File: src/rtl/axi_mem_master_pkg.sv
// axi_mem_master_pkg: shared FSM states and AXI encodings for the memory-port AXI master
package axi_mem_master_pkg;

    typedef enum logic [2:0] {
        IDLE         = 3'd0,
        WR_ADDR_DATA = 3'd1,
        WAIT_B       = 3'd2,
        RD_ADDR      = 3'd3,
        WAIT_R       = 3'd4
    } state_t;

    localparam logic [1:0] BURST_INCR  = 2'b01;
    localparam logic [1:0] RESP_OKAY   = 2'b00;
    localparam logic [1:0] RESP_EXOKAY = 2'b01;
    localparam logic [1:0] RESP_SLVERR = 2'b10;
    localparam logic [1:0] RESP_DECERR = 2'b11;

endpackage

File: src/rtl/axi_mem_master_if.sv
// axi_mem_master_if: turns single-port SRAM-style requests into single-beat AXI4 transactions
module axi_mem_master_if
    import axi_mem_master_pkg::*;
#(
    parameter int AXI4_ADDRESS_WIDTH = 64,
    parameter int AXI4_DATA_WIDTH    = 64,
    parameter int AXI4_ID_WIDTH      = 16,
    parameter int AXI4_USER_WIDTH    = 10,
    parameter int AXI_NUMBYTES       = AXI4_DATA_WIDTH / 8,
    parameter int AXI_ID_VAL         = 0
) (
    input  logic                          clk_i,
    input  logic                          rst_i,
    input  logic                          req_i,
    input  logic                          we_i,
    input  logic [AXI4_ADDRESS_WIDTH-1:0] addr_i,
    input  logic [AXI4_DATA_WIDTH-1:0]    wdata_i,
    input  logic [AXI_NUMBYTES-1:0]       be_i,
    output logic                          gnt_o,
    output logic                          rvalid_o,
    output logic [AXI4_DATA_WIDTH-1:0]    rdata_o,
    output logic                          err_o,
    output logic                          aw_valid,
    output logic [AXI4_ADDRESS_WIDTH-1:0] aw_addr,
    output logic [AXI4_ID_WIDTH-1:0]      aw_id,
    output logic [7:0]                    aw_len,
    output logic [2:0]                    aw_size,
    output logic [1:0]                    aw_burst,
    output logic                          aw_lock,
    output logic [3:0]                    aw_cache,
    output logic [2:0]                    aw_prot,
    output logic [3:0]                    aw_region,
    output logic [3:0]                    aw_qos,
    output logic [AXI4_USER_WIDTH-1:0]    aw_user,
    input  logic                          aw_ready,
    output logic                          w_valid,
    output logic [AXI4_DATA_WIDTH-1:0]    w_data,
    output logic [AXI_NUMBYTES-1:0]       w_strb,
    output logic                          w_last,
    output logic [AXI4_USER_WIDTH-1:0]    w_user,
    input  logic                          w_ready,
    input  logic                          b_valid,
    input  logic [1:0]                    b_resp,
    input  logic [AXI4_ID_WIDTH-1:0]      b_id,
    output logic                          b_ready,
    output logic                          ar_valid,
    output logic [AXI4_ADDRESS_WIDTH-1:0] ar_addr,
    output logic [AXI4_ID_WIDTH-1:0]      ar_id,
    output logic [7:0]                    ar_len,
    output logic [2:0]                    ar_size,
    output logic [1:0]                    ar_burst,
    output logic                          ar_lock,
    output logic [3:0]                    ar_cache,
    output logic [2:0]                    ar_prot,
    output logic [3:0]                    ar_region,
    output logic [3:0]                    ar_qos,
    output logic [AXI4_USER_WIDTH-1:0]    ar_user,
    input  logic                          ar_ready,
    input  logic                          r_valid,
    input  logic [AXI4_DATA_WIDTH-1:0]    r_data,
    input  logic [1:0]                    r_resp,
    input  logic                          r_last,
    input  logic [AXI4_ID_WIDTH-1:0]      r_id,
    output logic                          r_ready
);

    localparam logic [2:0] AXI_SIZE = 3'($clog2(AXI_NUMBYTES));

    state_t                          state;
    logic [AXI4_ADDRESS_WIDTH-1:0]   addr_q;
    logic [AXI4_DATA_WIDTH-1:0]      wdata_q;
    logic [AXI_NUMBYTES-1:0]         be_q;
    logic [AXI4_DATA_WIDTH-1:0]      rdata_q;
    logic                            aw_done;
    logic                            w_done;
    logic                            rvalid_q;
    logic                            err_q;
    logic                            aw_hs;
    logic                            w_hs;
    logic                            unused;

    // IDs are never checked since only one transaction is ever in flight
    assign unused = ^{b_id, r_id, b_resp[0], r_resp[0]};

    assign gnt_o    = (state == IDLE) && req_i;
    assign aw_valid = (state == WR_ADDR_DATA) && !aw_done;
    assign w_valid  = (state == WR_ADDR_DATA) && !w_done;
    assign b_ready  = (state == WAIT_B);
    assign ar_valid = (state == RD_ADDR);
    assign r_ready  = (state == WAIT_R);
    assign aw_hs    = aw_valid && aw_ready;
    assign w_hs     = w_valid && w_ready;

    assign rvalid_o = rvalid_q;
    assign rdata_o  = rdata_q;
    assign err_o    = rvalid_q && err_q;

    assign aw_addr   = addr_q;
    assign aw_id     = AXI4_ID_WIDTH'(AXI_ID_VAL);
    assign aw_len    = 8'd0;
    assign aw_size   = AXI_SIZE;
    assign aw_burst  = BURST_INCR;
    assign aw_lock   = 1'b0;
    assign aw_cache  = 4'd0;
    assign aw_prot   = 3'd0;
    assign aw_region = 4'd0;
    assign aw_qos    = 4'd0;
    assign aw_user   = '0;
    assign w_data    = wdata_q;
    assign w_strb    = be_q;
    assign w_last    = 1'b1;
    assign w_user    = '0;
    assign ar_addr   = addr_q;
    assign ar_id     = AXI4_ID_WIDTH'(AXI_ID_VAL);
    assign ar_len    = 8'd0;
    assign ar_size   = AXI_SIZE;
    assign ar_burst  = BURST_INCR;
    assign ar_lock   = 1'b0;
    assign ar_cache  = 4'd0;
    assign ar_prot   = 3'd0;
    assign ar_region = 4'd0;
    assign ar_qos    = 4'd0;
    assign ar_user   = '0;

    // Latch the request on grant so the AXI side sees stable address/data
    always_ff @(posedge clk_i) begin
        if (gnt_o) begin
            addr_q  <= addr_i;
            wdata_q <= wdata_i;
            be_q    <= be_i;
        end
    end

    // Transaction FSM; AW and W are tracked separately so they may finish in any order
    always_ff @(posedge clk_i) begin
        if (rst_i) begin
            state    <= IDLE;
            aw_done  <= 1'b0;
            w_done   <= 1'b0;
            rvalid_q <= 1'b0;
            err_q    <= 1'b0;
            rdata_q  <= '0;
        end else begin
            rvalid_q <= 1'b0;
            case (state)
                IDLE: if (req_i) state <= we_i ? WR_ADDR_DATA : RD_ADDR;
                WR_ADDR_DATA: begin
                    if ((aw_done || aw_hs) && (w_done || w_hs)) begin
                        state   <= WAIT_B;
                        aw_done <= 1'b0;
                        w_done  <= 1'b0;
                    end else begin
                        aw_done <= aw_done || aw_hs;
                        w_done  <= w_done || w_hs;
                    end
                end
                WAIT_B: if (b_valid) begin
                    state    <= IDLE;
                    rvalid_q <= 1'b1;
                    err_q    <= b_resp[1];
                end
                RD_ADDR: if (ar_ready) state <= WAIT_R;
                WAIT_R: if (r_valid) begin
                    state    <= IDLE;
                    rvalid_q <= 1'b1;
                    err_q    <= r_resp[1];
                    rdata_q  <= r_data;
                end
                default: state <= IDLE;
            endcase
        end
    end

    // Single-beat reads must always carry r_last
    always_ff @(posedge clk_i) begin
        if (!rst_i && state == WAIT_R && r_valid) assert (r_last);
    end

endmodule

File: config.mk
export PLATFORM = sky130hd
export DESIGN_NAME = axi_mem_master_if
export DESIGN_NICKNAME = d
export VERILOG_FILES = /design/src/rtl/axi_mem_master_pkg.sv /design/src/rtl/axi_mem_master_if.sv
export SDC_FILE = /design/constraint.sdc
export NUM_CORES = 1
export LEC_CHECK = 0
export CELL_PAD_IN_SITES_DETAIL_PLACEMENT = 0
export CELL_PAD_IN_SITES_GLOBAL_PLACEMENT = 1
export CORE_AREA = 4 4 247 249
export DETAILED_ROUTE_END_ITERATION = 7
export DIE_AREA = 0 0 251 253
export PLACE_DENSITY = 0.66
export SYNTH_ARGS = -nofsm -noshare
export SYNTH_HDL_FRONTEND = slang
export SYNTH_SLANG_ARGS = --single-unit
File: constraint.sdc
create_clock -name clk_i -period 12.6 [get_ports clk_i]
set_input_delay 1.89 -clock clk_i [delete_from_list [all_inputs] [get_ports clk_i]]
set_output_delay 1.89 -clock clk_i [all_outputs]
set_load 0.01 [all_outputs]
* After elaboration in Yosys (flattened, before gate mapping) *
Index checks and enable logic that the tools add are counted.

operators by class
  equal/unequal tests = 9
  muxes and demuxes = 15
  reduce and logical (&&, ||, !) cells = 16

operators with widths
  operator            number
  $mux 3              5
  $pmux 3 s5          1
  $logic_and 1x1->1   7
  $eq 3x2->1 const B  2
  $mux 1              6
  $ne 2x2->1 const B  3
  $reduce_and 5->1    1
  $ne 2x1->1 const B  2
  $pmux 1 s2          2
  $eq 3x1->1 const B  1
  $eq 3x3->1 const B  1
  $logic_not 3->1     1
  $reduce_and 3->1    1
  $logic_not 1->1     2
  $logic_or 1x1->1    2
  $mux 2              1
  $reduce_and 2->1    1
  $reduce_bool 2->1   1

storage, ports and cells
  flip-flop bits (word level) = 207
  input bits = 246
  word-level logic and storage cells = 49

* Longest topological paths before layout *
  word-level depth = 7
  gate-level depth with buffers = 7
  gate-level depth less buffers = 4

* Worst setup path before layout *
Ideal clock, no wire load.

  path kind = input port to output port
  from = input req_i
  to = output gnt_o
  data arrival time = 11.339 ns
  data required time = 10.710 ns
  slack = -0.629 ns
  stages on the path = 2
  path buffers = 0
  cells stage by stage = nand2b_1 -> nor3_1

between the ends
  cells in the longest elaborated chain, start to end = 1

RTL lines
  what                line                     text
  start: declaration  axi_mem_master_if.sv:14  input logic req_i,
  $logic_and 1x1->1   axi_mem_master_if.sv:85  assign gnt_o = (state == IDLE) && req_i;
  end: declaration    axi_mem_master_if.sv:19  output logic gnt_o,

No other way between the ends.

* Final worst setup path *
Same ends and word-level chain as after synthesis.

==> results.sh <==
export IMPL_run_status="complete, no violations"
export IMPL_io_pins=639
export IMPL_root_buffer="clkbuf_16"
export IMPL_wl_per_cell_um=16.9
export IMPL_syn_inst=654
export IMPL_cp_end_kind="primary output"
export IMPL_grt_overflow_total=0
export IMPL_relSlewSlack=0.322
export IMPL_place_area_mm2=0.0129
export IMPL_grt_pass1_wl_um=41000
export IMPL_seq_area_frac_synth=0.678
export IMPL_area_delta_synth_final_pct=69.5
export IMPL_io_buffers=482
export IMPL_hold_depth=2
export IMPL_clk_latency_ps=570
export IMPL_synth_cell_types=24
export IMPL_cts_hold_buf=0
export IMPL_netSwitchingFraction=0.264
export IMPL_path_class="in2out"
export IMPL_p_int_mw=1.44
export IMPL_powerDensity_mw_per_mm2=142
export IMPL_seq_power_share=0.427
export IMPL_drive_above_1_share=0.0481
export IMPL_irDropWorstVdd_mv=0.105
export IMPL_cp_max_fo=9
export IMPL_start_util=0.138
export IMPL_die_area_mm2=0.0635
export IMPL_synth_seq_cells=207
export IMPL_fmaxAchievable_mhz=189
export IMPL_wirelength_um=31800
export IMPL_min_period_over_period=0.420
export IMPL_timing_rr_end="w_data[52]"
export IMPL_synth_area_leaders="edfxtp_1 (50%), dfxtp_1 (18%), buf_4 (17%)"
export IMPL_fill_cells=6185
export IMPL_min_from="rdata_o[42]"
export IMPL_grt_usage=0.0894
export IMPL_min_to="rdata_o[42]"
export IMPL_clock_path_buffers=3
export IMPL_comb_power_share=0.180
export IMPL_core_area_mm2=0.0587
export IMPL_numCtsBuffers=27
export IMPL_syn_area_mm2=0.00812
export IMPL_seqCellArea_mm2=0.00551
export IMPL_place_ws_ps=7240
export IMPL_drt_vias_per_instance=3.14
export IMPL_worstPathArrival_ps=3410
export IMPL_worst_endpoint_required_ps=10710
export IMPL_cts_htree_levels=1
export IMPL_p_leak_nw=4.78
export IMPL_synth_top_cell_by_area="edfxtp_1"
export IMPL_tns_ps=0
export IMPL_grt_pass1_vias=5690
export IMPL_path_clk_slew_ps=50
export IMPL_nets=1328
export IMPL_finClkSkew_ps=19.8
export IMPL_start_kind="input pin"
export IMPL_worst_slew_pin_slew_ps=1020
export IMPL_rr_worst_depth=4
export IMPL_post_route_util=0.234
export IMPL_fin_area_mm2=0.0138
export IMPL_p_clk_frac=0.393
export IMPL_vias=5885
export IMPL_drcViolationCount=0
export IMPL_hpwl_um=25400
export IMPL_report_final_slew_viol_count=0
export IMPL_reg2reg_slack_ps=10280
export IMPL_rsz0062_at_grt="false"
export IMPL_grt_max_degree=79
export IMPL_post_cts_resized=0
export IMPL_die_w_um=251
export IMPL_p_sw_mw=0.515
export IMPL_yosysWarnings=0
export IMPL_drtAntennaViolNets=0
export IMPL_drtPass1Iterations=4
export IMPL_row_count=89
export IMPL_layout_common_cells="clkdlybuf4s50_1 (481), edfxtp_1 (136), nand2_1 (131), conb_1 (121), dfxtp_1 (71)"
export IMPL_antenna_found_initial=8
export IMPL_die_y_um=253
export IMPL_layout_setup_ws_ps=7300
export IMPL_cts_tree="built"
export IMPL_setup_violations=0
export IMPL_hold_violations=0
export IMPL_first_iter_violations=239
export IMPL_syn_area_per_cell_um2=12.4
export IMPL_holdWs_ps=451
export IMPL_cap_viol_max_count=0
export IMPL_finalCriticalPeriod_ps=5300
export IMPL_holdCritPathClass="reg2reg"
export IMPL_cts_setup_buffers=0
export IMPL_multi_input_area_mm2=0.00153
export IMPL_place_congestion=0.771
export IMPL_yosysTopAreaCellShare=0.503
export IMPL_cts_sinks=207
export IMPL_final_common_cell="clkdlybuf4s50_1"
export IMPL_r2r_start="state[1]"
[metal layers]
metal	routed length, µm	share of wire	GRT usage
met2	17100	0.54	0.173
met1	10400	0.33	0.0873
met3	3540	0.11	0.0405
met5	71	0.0022	0
met4	583	0.018	0.0193
[per-stage QoR]
step / instances / power (mW)
after global placement: 1826 / 1.21
after global routing: 1876 / 2.04
after detailed placement: 1826 / 1.21
after floorplan: 773 / 1.01
after CTS: 1876 / 2.00
final: 1877 / 1.95
[flip-flops by register name (all words and copies together) (netlist names)]
signal and cells:
w_data 64, w_done 1, rdata_o 64, err_q 1, state 3, rvalid_o 1
ar_addr 64, w_strb 8, aw_done 1
[synthesized netlist by cell type]
cell type / n
a211oi_1: 1
a21oi_1: 68
and2_1: 3
buf_2: 2
buf_4: 186
buf_6: 7
clkbuf_1: 14
conb_1: 2
dfxtp_1: 71
edfxtp_1: 136
inv_1: 1
mux2i_1: 2
nand2_1: 132
nand2b_1: 4
nand3_1: 1
nand3b_1: 2
nor2_1: 7
nor2b_1: 3
nor3_1: 5
nor3b_1: 1
nor3b_4: 1
o21a_1: 1
o21ai_0: 1
o311ai_0: 3
[logic make-up after synthesis]
kind of cell | Yosys count | share of synthesized area
buffers and inverters | 210 | 0.190
AO/OA/AOI/OAI | 74 | 0.0476
multiplexers | 2 | 0.00247
AND/OR/NAND/NOR | 159 | 0.0808
other | 2 | 0.000925
flip-flops | 207 | 0.678
[worst max-delay path by stage]
| stage | start | slack (ps) | end | cells past startpoint |
|---|---|---|---|---|
| after floorplan | req_i | 3450 | gnt_o | 2 |
| after global placement | req_i | 7230 | gnt_o | 5 |
| after detailed placement | req_i | 7240 | gnt_o | 5 |
| after CTS | req_i | 7230 | gnt_o | 5 |
| after global routing | req_i | 7150 | gnt_o | 5 |
| final | req_i | 7300 | gnt_o | 5 |
[power by group through the flow]
stage	Sequential, mW	Clock (mW)	Combinational (mW)
global placement	0.846	0	0.360
detailed placement	0.848	0	0.360
CTS	0.834	0.805	0.361
finish	0.833	0.766	0.352
floorplan	0.876	0	0.134
global route	0.839	0.832	0.373
[final cells by class]
class                   count  share of cell area
diodes                      1            0.000182
clock buffers              32              0.0505
clock inverters            18              0.0130
inverters                   1            0.000273
multi-input cells         356               0.111
flip-flops and latches    207               0.400
well taps                 773              0.0703
repair buffers            489               0.354
[worst max-delay path, stage by stage]
cell	delay, ps
clkdlybuf4s50_1	470
nand2b_1	120
nor3_4	130
buf_4	210
clkdlybuf4s50_1	590
Note: power is estimated with default switching activity, not from simulation.
